## src/rtl/seg7_display_scanner_if.sv

```systemverilog
// Bundle between the CPU-side display register and the 7-segment scanner:
// the word to show, the live controls, and the board drive lines.
interface seg7_display_scanner_if #(
    parameter int NUM_DIGITS = 8
);
    logic [31:0]           value;
    logic                  enable;
    logic                  blankLeadingZeros;
    logic                  haltFlag;
    logic [6:0]            segments;
    logic                  dp;
    logic [NUM_DIGITS-1:0] anodes;

    modport master (
        output value, enable, blankLeadingZeros, haltFlag,
        input  segments, dp, anodes
    );

    modport slave (
        input  value, enable, blankLeadingZeros, haltFlag,
        output segments, dp, anodes
    );
endinterface

```

## src/rtl/seg7_display_scanner.sv

```systemverilog
// Time-multiplexed hex display driver: one digit per slot with an anti-ghost blank
// at slot start, per-frame value snapshots, leading-zero blanking and a halt dp.
module seg7_display_scanner #(
    parameter int SCAN_DIV     = 100000,
    parameter int BLANK_CYCLES = 16,
    parameter int NUM_DIGITS   = 8,
    parameter bit ACTIVE_LOW   = 1'b1
) (
    input  logic                 clk,
    input  logic                 rst,
    seg7_display_scanner_if.slave bus
);

    localparam int PW = (SCAN_DIV > 1) ? $clog2(SCAN_DIV) : 1;
    localparam int DW = (NUM_DIGITS > 1) ? $clog2(NUM_DIGITS) : 1;
    localparam logic [PW-1:0]         PRESC_LAST = PW'(SCAN_DIV - 1);
    localparam logic [DW-1:0]         DIGIT_LAST = DW'(NUM_DIGITS - 1);
    localparam logic [6:0]            SEG_POL    = {7{ACTIVE_LOW}};
    localparam logic [NUM_DIGITS-1:0] AN_POL     = {NUM_DIGITS{ACTIVE_LOW}};

    typedef enum logic {
        ST_BLANK = 1'b0,
        ST_DRIVE = 1'b1
    } state_t;

    logic [PW-1:0]         prescaler_q, prescaler_d;
    logic [DW-1:0]         digit_idx_q, digit_idx_d;
    logic [31:0]           snapshot_q, snapshot_d;
    logic                  first_q, first_d;
    state_t                state_q, state_d;
    logic [6:0]            segments_q, segments_d;
    logic                  dp_q, dp_d;
    logic [NUM_DIGITS-1:0] anodes_q, anodes_d;

    logic                  slot_end;
    logic                  frame_end;
    logic                  next_in_blank;
    logic [3:0]            nibbles [NUM_DIGITS];
    logic [NUM_DIGITS-1:0] lz_tail;
    logic [3:0]            cur_nibble;
    logic                  lz_blank;
    logic                  drive;
    logic [NUM_DIGITS-1:0] onehot;

    function automatic logic [6:0] hex7(input logic [3:0] n);
        logic [6:0] s;
        case (n)
            4'h0: s = 7'h3F;
            4'h1: s = 7'h06;
            4'h2: s = 7'h5B;
            4'h3: s = 7'h4F;
            4'h4: s = 7'h66;
            4'h5: s = 7'h6D;
            4'h6: s = 7'h7D;
            4'h7: s = 7'h07;
            4'h8: s = 7'h7F;
            4'h9: s = 7'h6F;
            4'hA: s = 7'h77;
            4'hB: s = 7'h7C;
            4'hC: s = 7'h39;
            4'hD: s = 7'h5E;
            4'hE: s = 7'h79;
            default: s = 7'h71;
        endcase
        return s;
    endfunction

    assign slot_end    = (prescaler_q == PRESC_LAST);
    assign frame_end   = slot_end && (digit_idx_q == DIGIT_LAST);
    assign prescaler_d = slot_end ? '0 : prescaler_q + 1'b1;

    // The FSM state tracks the prescaler value it will sit beside next cycle.
    generate
        if (BLANK_CYCLES == 0) begin : g_no_blank
            assign next_in_blank = 1'b0;
        end else begin : g_blank
            localparam logic [PW-1:0] BLANK_P = PW'(BLANK_CYCLES);
            assign next_in_blank = (prescaler_d < BLANK_P);
        end
    endgenerate

    // lz_tail[i]: this digit and every more-significant digit of the snapshot are zero.
    generate
        for (genvar gi = 0; gi < NUM_DIGITS; gi++) begin : g_digit
            assign nibbles[gi] = snapshot_q[4*gi +: 4];
            assign lz_tail[gi] = (snapshot_q[NUM_DIGITS*4-1 : 4*gi] == '0);
        end
    endgenerate

    always_comb begin
        digit_idx_d = digit_idx_q;
        if (slot_end) begin
            digit_idx_d = (digit_idx_q == DIGIT_LAST) ? '0 : digit_idx_q + 1'b1;
        end

        snapshot_d = (first_q || frame_end) ? bus.value : snapshot_q;
        first_d    = 1'b0;
        state_d    = next_in_blank ? ST_BLANK : ST_DRIVE;

        cur_nibble = nibbles[digit_idx_q];
        onehot     = NUM_DIGITS'(1) << digit_idx_q;
        lz_blank   = bus.blankLeadingZeros && lz_tail[digit_idx_q] && (digit_idx_q != '0);
        drive      = bus.enable && (state_q == ST_DRIVE) && !lz_blank;

        // Polarity is applied only here, so the rest of the logic is active-high.
        anodes_d   = (drive ? onehot : '0) ^ AN_POL;
        segments_d = (drive ? hex7(cur_nibble) : 7'h00) ^ SEG_POL;
        dp_d       = (drive && (digit_idx_q == '0) && bus.haltFlag) ^ ACTIVE_LOW;
    end

    always_ff @(posedge clk or posedge rst) begin
        if (rst) begin
            prescaler_q <= '0;
            digit_idx_q <= '0;
            snapshot_q  <= '0;
            first_q     <= 1'b1;
            state_q     <= ST_BLANK;
            segments_q  <= SEG_POL;
            dp_q        <= ACTIVE_LOW;
            anodes_q    <= AN_POL;
        end else begin
            prescaler_q <= prescaler_d;
            digit_idx_q <= digit_idx_d;
            snapshot_q  <= snapshot_d;
            first_q     <= first_d;
            state_q     <= state_d;
            segments_q  <= segments_d;
            dp_q        <= dp_d;
            anodes_q    <= anodes_d;
        end
    end

    assign bus.segments = segments_q;
    assign bus.dp       = dp_q;
    assign bus.anodes   = anodes_q;

endmodule
```

## src/flat_wrapper.sv

```systemverilog
// flat-port wrapper written by rule: the top's interface ports become plain ports
module seg7_display_scanner_flat 
#(
    parameter int SCAN_DIV     = 100000,
    parameter int BLANK_CYCLES = 16,
    parameter int NUM_DIGITS   = 8,
    parameter bit ACTIVE_LOW   = 1'b1
)
  (clk, rst, bus_value, bus_enable, bus_blankLeadingZeros, bus_haltFlag, bus_segments, bus_dp, bus_anodes);
  seg7_display_scanner_if #(.NUM_DIGITS(NUM_DIGITS)) bus_i ();
  input  logic clk;
  input  logic rst;
  input wire logic [$bits(bus_i.value)-1:0] bus_value;
  input wire logic [$bits(bus_i.enable)-1:0] bus_enable;
  input wire logic [$bits(bus_i.blankLeadingZeros)-1:0] bus_blankLeadingZeros;
  input wire logic [$bits(bus_i.haltFlag)-1:0] bus_haltFlag;
  output wire logic [$bits(bus_i.segments)-1:0] bus_segments;
  output wire logic [$bits(bus_i.dp)-1:0] bus_dp;
  output wire logic [$bits(bus_i.anodes)-1:0] bus_anodes;
  assign bus_i.value = bus_value;
  assign bus_i.enable = bus_enable;
  assign bus_i.blankLeadingZeros = bus_blankLeadingZeros;
  assign bus_i.haltFlag = bus_haltFlag;
  assign bus_segments = bus_i.segments;
  assign bus_dp = bus_i.dp;
  assign bus_anodes = bus_i.anodes;
  seg7_display_scanner #(.SCAN_DIV(SCAN_DIV), .BLANK_CYCLES(BLANK_CYCLES), .NUM_DIGITS(NUM_DIGITS), .ACTIVE_LOW(ACTIVE_LOW)) u_core (.clk(clk), .rst(rst), .bus(bus_i));
endmodule
```

## config.mk

```make
export PLATFORM = sky130hd
export DESIGN_NAME = seg7_display_scanner_flat
export DESIGN_NICKNAME = d
export VERILOG_FILES = /design/src/rtl/seg7_display_scanner_if.sv /design/src/rtl/seg7_display_scanner.sv /design/src/flat_wrapper.sv
export SDC_FILE = /design/constraint.sdc
export NUM_CORES = 1
export LEC_CHECK = 0
export CAP_MARGIN = 20
export CORE_MARGIN = 2
export CORE_UTILIZATION = 41
export CTS_CLUSTER_DIAMETER = 200
export CTS_CLUSTER_SIZE = 20
export DETAILED_ROUTE_END_ITERATION = 7
export GPL_ROUTABILITY_DRIVEN = 0
export PLACE_DENSITY = 0.63
export SYNTH_ARGS = -nofsm -noshare
export SYNTH_HDL_FRONTEND = slang
export SYNTH_SLANG_ARGS = --single-unit
```

## constraint.sdc

```tcl
create_clock -name clk -period 3.6 [get_ports clk]
set_input_delay 1.08 -clock clk [delete_from_list [all_inputs] [get_ports clk]]
set_output_delay 1.08 -clock clk [all_outputs]
set_load 0.02 [all_outputs]
```

==> metrics.txt <==
# port buffers 52; Starting Density 41.9%; #FFs+latches synth 70; Worst Path Class, Setup reg -> reg; post-CTS sizing 0; PwrDens 412 mW/mm²; FFs w/ async S/R, synth 100%; Syn-to-layout area delta 23.1%; Tcrit/Tclk final 81.0%; total number of vias 2384; CP endpoint kind flip-flop; CTS tree done; core area 0.00864 mm²; final slew viol count 0; ANT nets after route 0; Top cell by count, worst path mux2i_1; Max rail drop VDD 0.187 mV; Final TNS setup 0 ps; startpoint types flip-flop; grt ovf 0; CP max stage delay 800 ps; Worst-Margin Slew 862 ps; clk buf depth 2; H-tree depth 3; Syn Inst Count 292; Hold Path Class reg -> reg; post-synthesis mux area share 20.5%; hold_sp u_core.prescaler_q[0]; reg2reg end u_core.bus.segments[3]; syn_area_per_cell 12.4 µm²; Static Leak 1.87 nW; initial antenna violation count 0; CTS Buf Count 9; Die Height 97.9 µm; ys flop type dfrtp_1; Hold Path Stages 1; Period minus WS final 2920 ps; WP data arrival 3190 ps; Fin. Hold Viols 0; share of cells above drive strength 1 23.4%; CP required 3870 ps; slowest cell on the critical path dfrtp_1; dpl cells 442; outcome completed; post-CTS setup buffer count 0; adder-cell share of the synthesized area 4.50%; skew final 13.4 ps; Ant. Diodes 0; Post-Place Setup Slack 744 ps; FILL cells 768; CP Cell Sequence mux4_2, o21ai_0, inv_1, ha_1, mux2i_1, mux2i_1, nand2b_1; net count after synthesis 342; Ports 53; RSZ-0062 raised after global routing no; Yosys cell types 45; Non-Filler Instances 458; worst reg-to-reg setup slack 680 ps; Via density 5.21; wire length per cell 15.4 µm; GRT Total Usage 15.7%; fmax 343 MHz; clk sinks 70; Hold EP u_core.prescaler_q[0]; # DRC 0; std cell rows 34; largest family of logic cells by synthesized area multiplexers; post-synthesis compound-gate area fraction 5.19%; MaxCap Viol Count 0; initial DRC count 134; Reg2Reg Depth 7; clk slew on worst S/H paths 70 ps; fin worst setup slack 682 ps; # setup viols final 0; dpl hpwl 5.09 mm; Util after Layout 51.5%; number of flops mapped to enable cells by yosys 0; largest net degree at the start of global routing 41; area fraction in and, or, nand and nor cells after synthesis 12.0%; Slew headroom 42.4%; Post-Syn Area 0.00361 mm²; CTS Root Cell clkbuf_8; hold-fix buffers at CTS 0; vias in the first global route 2323; TritonRoute pass-1 iters 4; Die Area 0.00958 mm²; first-pass GRT wire length 11.9 mm; worst-path fanout max 16; R2R Path Start u_core.digit_idx_q[1]; fin nets 395; part of the Yosys area used for sequential elements 49.0%; Post-Route WL 7.07 mm; Syn. warnings 0; Chip Width 97.9 µm; Synth Area in XOR/XNOR 4.60%; clk_lat worst skew 350 ps; Critical path origin u_core.digit_idx_q[1]
==> worst max-delay path by stage <==
| stage | cells after the start | to | slack [ps] |
|---|---|---|---|
| 6_report | 7 | u_core.bus.segments[3] | 680 |
| 2_1_floorplan | 1 | u_core.digit_idx_q[0] | 780 |
| 4_1_cts | 7 | u_core.bus.segments[3] | 680 |
| 5_1_grt | 8 | u_core.bus.segments[0] | 490 |
| 3_5_place_dp | 7 | u_core.bus.segments[3] | 740 |
| 3_3_place_gp | 7 | u_core.bus.segments[3] | 840 |
==> critical path, delay by kind of cell (launching register included) <==
family          cells  cell delay, ps
compound gates      1             580
fa+ha+maj           1             290
buf+inv             1             230
flops               1             800
mux                 3             800
simple gates        1             140
==> layer usage <==
metal	GRT usage (%)	part of all wire [%]	vias to the layer above	wire (µm)
met1	22.7	48	1152	3370
met4	7.37	1.9	0	131
met3	3.51	5.8	12	410
met2	22.6	45	73	3150
met5	0	0	-	0
li1	-	-	1147	-
==> layout by cell type, fill, tap and decap left out, drive strengths merged, types with 11 or more instances in the layout <==
cell / n
mux2i: 11
ha: 13
nand3: 12
dfrtp: 53
xnor2: 14
nor2: 17
mux2: 33
clkdlybuf4s50: 52
nand2: 24
dfstp: 17
==> logic make-up (layout without fill, tap and decap cells) <==
logic type               after synthesis  after routing
AND/OR/NAND/NOR                       86             86
flip-flops                            70             70
multiplexers                          50             50
AO/OA/AOI/OAI                         27             27
buffers and inverters                 26             84
XOR/XNOR                              19             19
adder cells (fa/ha/maj)               13             13
other                                  1              1
==> cells in the mapped netlist, types with 4 or more instances <==
cell      n  area, µm²
inv_1    10       37.5
dfstp_2  17        447
nor3_1    6       30.0
xor2_1    5       43.8
nor2_1   17       63.8
mux2i_1  10        100
a21oi_1   5       25.0
ha_1     13        163
buf_2     7       35.0
mux2_4   30        450
o21ai_0   4       20.0
nand3_1  12       60.1
dfrtp_1  53       1330
nand2_1  24       90.1
xnor2_1  14        123
nand4_1   4       25.0
mux4_2    6        135
nor4_1   10       62.6
buf_6     5       56.3
==> through the flow <==
step | hold WS (ps) | instance area (µm²) | total power [mW]
after detailed placement | 462 | 4230 | 1.15
after global routing | 492 | 4450 | 1.91
final | 465 | 4450 | 1.83
after CTS | 472 | 4450 | 1.86
after global placement | 446 | 4230 | 1.14
after floorplan | 433 | 3610 | 1.04
==> flip-flops by register name, summed over array words and instances, names as in the netlist <==
register and flops:
u_core.bus.dp 1, u_core.first_q 1, u_core.prescaler_q 17, u_core.state_q 1, u_core.bus.anodes 8, u_core.bus.segments 7, u_core.snapshot_q 32, u_core.digit_idx_q 3
==> final cells by class <==
| cell class | instances | area (µm²) | area share, % |
|---|---|---|---|
| clock inverter | 6 | 85.1 | 1.91 |
| clock buffer | 10 | 138 | 3.09 |
| multi-input combinational | 196 | 1710 | 38.3 |
| sequential | 70 | 1770 | 39.9 |
| inverter | 11 | 41.3 | 0.928 |
| tap | 108 | 135 | 3.04 |
| timing repair buffer | 57 | 571 | 12.8 |
==> power breakdown <==
group	switching [mW]	internal (mW)
Clock	0.299	0.406
Sequential	0.0395	0.842
Combinational	0.101	0.146
Total	0.439	1.39
No activity file was read; power rests on OpenSTA's default activity.
